## config.mk

```make
export PLATFORM = sky130hd
export DESIGN_NAME = arith_share_ctrl
export DESIGN_NICKNAME = d
export VERILOG_FILES = /design/src/rtl/arith_share_ctrl.sv
export SDC_FILE = /design/constraint.sdc
export NUM_CORES = 1
export LEC_CHECK = 0
export ABC_AREA = 1
export CAP_MARGIN = 15
export CORE_MARGIN = 2
export CORE_UTILIZATION = 40
export CTS_CLUSTER_DIAMETER = 50
export CTS_CLUSTER_SIZE = 24
export DETAILED_ROUTE_END_ITERATION = 6
export HOLD_SLACK_MARGIN = 0.03
export PLACE_DENSITY = 0.78
export SYNTH_ARGS = -nofsm -noshare
export SYNTH_HDL_FRONTEND = slang
export SYNTH_SLANG_ARGS = --single-unit
```

## constraint.sdc

```tcl
create_clock -name clk -period 1.4 [get_ports clk]
set_input_delay 0.28 -clock clk [delete_from_list [all_inputs] [get_ports clk]]
set_output_delay 0.28 -clock clk [all_outputs]
set_load 0.005 [all_outputs]
```

## src/rtl/arith_share_ctrl.sv

```systemverilog
// -----------------------------------------------------------------------------
// arith_share_ctrl
//
// Purpose:
//   Shares one combinational 4-bit arithmetic datapath (add/sub/mult/div)
//   between two requesters. A request is arbitrated, its operands are
//   registered onto the datapath, held for SETTLE_CYCLES, and then the
//   datapath result and flags are captured and handed back with a done pulse.
//
// Parameters:
//   SETTLE_CYCLES  cycles operands are held before capture (1..15, 0 -> 1)
//
// Configuration macro:
//   ARITH_SHARE_FIXED_PRIO_EN  when defined, requester 0 always wins ties
//                              (no round-robin pointer); otherwise round-robin.
//
// Ports:
//   clk, rst_n              clock (rising edge), async active-low reset
//   req[1:0]                per-requester request, held until its gnt
//   x0,y0,op0 / x1,y1,op1   operands and op (00 add, 01 sub, 10 mult, 11 div)
//   gnt[1:0]                one-hot pulse: request accepted, operands latched
//   done[1:0]               one-hot pulse: result valid for that requester
//   busy                    high from grant until done
//   dp_x, dp_y, dp_op       registered datapath operands / op select
//   dp_ynot                 two's complement of {1'b0,dp_y}, mod 32
//   dp_z                    {dp_y, dp_x} for mult/div
//   dp_result, dp_addsub_ovf, dp_multdiv_ovf   datapath outputs
//   result, addsub_ovf, multdiv_ovf, result_id captured result and owner
// -----------------------------------------------------------------------------
module arith_share_ctrl #(
    parameter int SETTLE_CYCLES = 2
) (
    input  logic       clk,
    input  logic       rst_n,
    input  logic [1:0] req,
    input  logic [3:0] x0,
    input  logic [3:0] y0,
    input  logic [1:0] op0,
    input  logic [3:0] x1,
    input  logic [3:0] y1,
    input  logic [1:0] op1,
    output logic [1:0] gnt,
    output logic [1:0] done,
    output logic       busy,
    output logic [3:0] dp_x,
    output logic [3:0] dp_y,
    output logic [4:0] dp_ynot,
    output logic [7:0] dp_z,
    output logic [1:0] dp_op,
    input  logic [7:0] dp_result,
    input  logic       dp_addsub_ovf,
    input  logic [1:0] dp_multdiv_ovf,
    output logic [7:0] result,
    output logic       addsub_ovf,
    output logic [1:0] multdiv_ovf,
    output logic       result_id
);

    // Out-of-range settle values are clamped into the 4-bit counter range.
    localparam int SETTLE_EFF = (SETTLE_CYCLES < 1)  ? 1 :
                                (SETTLE_CYCLES > 15) ? 15 : SETTLE_CYCLES;
    localparam logic [3:0] SETTLE_LOAD = 4'(SETTLE_EFF);

    typedef enum logic [1:0] {
        IDLE    = 2'd0,
        SETTLE  = 2'd1,
        CAPTURE = 2'd2
    } state_t;

    state_t     state_reg, state_next;
    logic [3:0] cnt_reg, cnt_next;
    logic       owner_reg, owner_next;
    logic [1:0] gnt_reg, gnt_next;
    logic [1:0] done_reg, done_next;
    logic       busy_reg, busy_next;
    logic [3:0] dp_x_reg, dp_x_next;
    logic [3:0] dp_y_reg, dp_y_next;
    logic [1:0] dp_op_reg, dp_op_next;
    logic [7:0] result_reg, result_next;
    logic       addsub_ovf_reg, addsub_ovf_next;
    logic [1:0] multdiv_ovf_reg, multdiv_ovf_next;
    logic       result_id_reg, result_id_next;
    logic       pick;

`ifndef ARITH_SHARE_FIXED_PRIO_EN
    // Favoured requester for the next tie; flips away from each winner.
    logic       rr_reg, rr_next;
`endif

    // Winner selection. A lone requester always wins; only ties consult
    // the priority scheme.
    always_comb begin
`ifdef ARITH_SHARE_FIXED_PRIO_EN
        pick = req[0] ? 1'b0 : 1'b1;
`else
        pick = (req == 2'b11) ? rr_reg : req[1];
`endif
    end

    always_comb begin
        state_next       = state_reg;
        cnt_next         = cnt_reg;
        owner_next       = owner_reg;
        gnt_next         = 2'b00;
        done_next        = 2'b00;
        busy_next        = busy_reg;
        dp_x_next        = dp_x_reg;
        dp_y_next        = dp_y_reg;
        dp_op_next       = dp_op_reg;
        result_next      = result_reg;
        addsub_ovf_next  = addsub_ovf_reg;
        multdiv_ovf_next = multdiv_ovf_reg;
        result_id_next   = result_id_reg;
`ifndef ARITH_SHARE_FIXED_PRIO_EN
        rr_next          = rr_reg;
`endif

        case (state_reg)
            IDLE: begin
                if (req != 2'b00) begin
                    owner_next     = pick;
                    dp_x_next      = pick ? x1  : x0;
                    dp_y_next      = pick ? y1  : y0;
                    dp_op_next     = pick ? op1 : op0;
                    gnt_next[pick] = 1'b1;
                    busy_next      = 1'b1;
                    cnt_next       = SETTLE_LOAD;
                    state_next     = SETTLE;
`ifndef ARITH_SHARE_FIXED_PRIO_EN
                    rr_next        = ~pick;
`endif
                end
            end
            SETTLE: begin
                // Counter value 1 marks the last settle cycle.
                if (cnt_reg <= 4'd1) begin
                    state_next = CAPTURE;
                end else begin
                    cnt_next = cnt_reg - 4'd1;
                end
            end
            CAPTURE: begin
                result_next           = dp_result;
                addsub_ovf_next       = dp_addsub_ovf;
                multdiv_ovf_next      = dp_multdiv_ovf;
                result_id_next        = owner_reg;
                done_next[owner_reg]  = 1'b1;
                busy_next             = 1'b0;
                state_next            = IDLE;
            end
            default: begin
                state_next = IDLE;
            end
        endcase
    end

    always_ff @(posedge clk or negedge rst_n) begin
        if (!rst_n) begin
            state_reg       <= IDLE;
            cnt_reg         <= 4'd0;
            owner_reg       <= 1'b0;
            gnt_reg         <= 2'b00;
            done_reg        <= 2'b00;
            busy_reg        <= 1'b0;
            dp_x_reg        <= 4'd0;
            dp_y_reg        <= 4'd0;
            dp_op_reg       <= 2'd0;
            result_reg      <= 8'd0;
            addsub_ovf_reg  <= 1'b0;
            multdiv_ovf_reg <= 2'b00;
            result_id_reg   <= 1'b0;
`ifndef ARITH_SHARE_FIXED_PRIO_EN
            rr_reg          <= 1'b0;
`endif
        end else begin
            state_reg       <= state_next;
            cnt_reg         <= cnt_next;
            owner_reg       <= owner_next;
            gnt_reg         <= gnt_next;
            done_reg        <= done_next;
            busy_reg        <= busy_next;
            dp_x_reg        <= dp_x_next;
            dp_y_reg        <= dp_y_next;
            dp_op_reg       <= dp_op_next;
            result_reg      <= result_next;
            addsub_ovf_reg  <= addsub_ovf_next;
            multdiv_ovf_reg <= multdiv_ovf_next;
            result_id_reg   <= result_id_next;
`ifndef ARITH_SHARE_FIXED_PRIO_EN
            rr_reg          <= rr_next;
`endif
        end
    end

    assign gnt         = gnt_reg;
    assign done        = done_reg;
    assign busy        = busy_reg;
    assign dp_x        = dp_x_reg;
    assign dp_y        = dp_y_reg;
    assign dp_op       = dp_op_reg;
    assign dp_ynot     = (~{1'b0, dp_y_reg}) + 5'd1;
    assign dp_z        = {dp_y_reg, dp_x_reg};
    assign result      = result_reg;
    assign addsub_ovf  = addsub_ovf_reg;
    assign multdiv_ovf = multdiv_ovf_reg;
    assign result_id   = result_id_reg;

endmodule

```

==> impl_metrics.csv <==
group,metric,value,unit
status,status,"complete, but fails checks",
status,violations,"negative setup slack",
setup_path,reg2reg_depth,7,
run,cap_violations,0,
cells_and_area,fin_util,0.650,
setup_path,cp_slowest_cell,"dfrtp_1",
synth,ys.flop_type,"dfrtp_1",
setup_path,worst_path_dominant_cell_family,"flip-flops",
cells_and_area,fin_nets,308,
route,routed_wirelength,3700,um
timing,finalCritPeriodShare,1.11,
timing,fin_ws,-0.149,ns
clock_network,clkTransAtPathRegs,0.07,ns
route,vias_per_cell,4.54,
placed_design,place_congestion,0.819,
setup_path,cp_cell_sequence,"buf_4, nor3_4, xnor2_1, buf_2",
setup_path,critPathLaunchType,"register",
global_routing,grt_pass1_wl,5950,um
synth,syn-num-nets,222,
power,cellPowerDensity,2110,mW/mm2
cells_and_area,drive_above_1_share,0.244,
timing,maxSlewViolCount,0,
global_routing,grt_pass1_vias,1405,
route,drcViolationCount,0,
setup_path,cp-end-kind,"output port",
synth,ys_ff_latch,35,
synth,yosysMostFrequentCell,"nand2_1",
route,ant_nets,0,
cells_and_area,antenna-diode-count,0,
setup_path,cp.depth,4,
min_path,hold_depth,1,
setup_path,crit_arrival,1.27,ns
die,rows,23,
synth,ys_types,21,
timing,finalHoldViolCount,0,
synth,synth.top_cell.area_share,0.528,
setup_path,path_buf_inv,2,
synth,syn_avg_cell_area,9.02,um2
placed_design,portBuffers,74,
synth,syn_inst,184,
global_routing,grt_overflow_total,0,
die,die_area,0.00468,mm2
clock_network,cts_max_path_buffers,2,
route,num_vias,1454,
synth,yosysSeqAreaShare,0.528,
synth,synth_commonest_cells,"nand2_1 (71), dfrtp_1 (35), inv_1 (13), buf_4 (10), nand2_2 (10)",
die,fp.dieW,68.4,um
setup_path,max_stage_delay,0.39,ns
die,die_h,68.4,um
clock_network,cts_tree,"done",
route,drtIter0Drc,115,
cells_and_area,areaGrowthSynthToFinish,56.7,%
die,coreArea,0.00400,mm2
timing,relSlewSlack,0.711,
synth,yosysWarnings,0,
synth,synth_edf_count,0,
setup_path,crit_required,1.12,ns
power,power,0.00549,W
die,start_util,0.415,
cells_and_area,largest_register_ff_count,8,
clock_network,cts_made_buffers,5,
timing,skew,0.00677,ns
timing,tightest_slew,0.433,ns
die,ios,75,
timing,finalCriticalPeriod,1.55,ns
setup_path,worstPathMaxFanout,3,
global_routing,grt_start_max_net_pins,36,
timing,setup_violations,3,
global_routing,antenna_found_initial,0,
power,p_leak,1.38,nW
min_path,hp-class,"reg2reg",
timing,rsz0062_at_grt,"yes",
synth,synthArstFlopShare,1.00,
setup_path,criticalPathCategory,"reg2out",
synth,synth_top_area_cell,"dfrtp_1",
route,first_pass_iters,4,
setup_path,crit_start,"dp_y[0]",
placed_design,post-dp-hpwl,2580,um
setup_path,reg2reg_to,"cnt_reg[1]",
timing,max_freq,646,MHz
power,vdd_drop_max,863,uV
clock_network,root_buffer,"clkbuf_8",
setup_path,r2r-start,"cnt_reg[0]",
clock_network,htree_levels,2,
clock_network,clock_latency,0.29,ns
setup_path,worst-r2r-setup-slack,0.12,ns
setup_path,worstSetupEndpoint,"dp_ynot[3]",
synth,syn-cell-area,0.00166,mm2
clock_network,clock_sinks,35,
route,wl_per_cell,11.6,um
timing,whs,0.450,ns
global_routing,track_usage,0.176,
synth,synth.area.top_cells,"dfrtp_1 (53%), nand2_1 (16%), nand3_2 (5.4%)",
## timing repair
| item | in CTS | in global routing |
|---|---|---|
| hold buffers | 1 | 0 |
| resized for setup | 58 | 17 |
| endpoints found under the hold margin | 28 | 0 |
| endpoints found under the setup margin | 40 | 14 |
| pin swaps | 2 | 1 |
| setup buffers | 7 | 1 |
## power by group
part | leakage, nW | internal, W | total (W) | switching, W
sequential | 0.434 | 0.00147 | 0.00172 | 0.000248
clock | 0.0513 | 0.000521 | 0.000862 | 0.000341
combinational | 0.896 | 0.00151 | 0.00291 | 0.00140
## cell type report
type	instances	area [um2]
Clock buffer	6	72.6
Clock inverter	1	30.0
Fill cell	331	1400
Inverter	14	52.6
Multi-Input combinational cell	121	669
Sequential cell	35	876
Tap cell	50	62.6
Timing Repair Buffer	93	838
## worst register-to-register path, cell delays in order, from the launching register on
cell and delay, ns:
dfrtp_1 0.38, inv_1 0.08, ha_1 0.23, o21ai_2 0.17, nand2_2 0.11, nand2_4 0.11
nand2_1 0.05, o21ai_1 0.08
## per-stage QoR
stage,TNS [ns],instance area [um2],cells,setup WS [ns]
finish,-0.265,2600,320,-0.149
global route,-0.468,2600,320,-0.216
global placement,-2.14,2450,304,-0.143
CTS,-0.453,2580,319,-0.153
floorplan,0,1660,184,0.144
detailed placement,-2.51,2450,304,-0.181
## worst min path at each step
stage / start / end / slack [ns]
global route: owner_reg / done[0] / 0.46
detailed placement: rst_n / result[6] / 0.34
global placement: rst_n / result[6] / 0.34
finish: owner_reg / done[0] / 0.45
CTS: owner_reg / done[0] / 0.45
floorplan: rst_n / addsub_ovf / -0.02
## layer usage
layer  global-route usage  routed length [um]  vias up
met5                    0                   0        -
met1                0.188                1520      668
met2                0.298                1790       55
met3               0.0641                 317        8
li1                     -                   -      723
met4               0.0950                  78        0
## cells by family after synthesis
logic type | after synthesis | synth area share
fa+ha+maj | 3 | 0.0226
xor+xnor | 2 | 0.0106
buf+inv | 28 | 0.0965
flops | 35 | 0.528
simple gates | 108 | 0.309
compound gates | 8 | 0.0339
## layout by cell type (no fill, tap or decap), types with 3 or more instances in the layout
| cell | n |
|---|---|
| nand2_2 | 10 |
| nor2_2 | 3 |
| buf_4 | 15 |
| dfrtp_1 | 35 |
| inv_1 | 11 |
| clkbuf_8 | 5 |
| inv_2 | 3 |
| nand2_1 | 70 |
| dlygate4sd2_1 | 29 |
| nor2_1 | 8 |
| clkdlybuf4s50_1 | 33 |
| nand3_1 | 4 |
| buf_2 | 6 |
| clkbuf_2 | 3 |
| nand3_2 | 9 |
(Power assumes the default switching activity.)
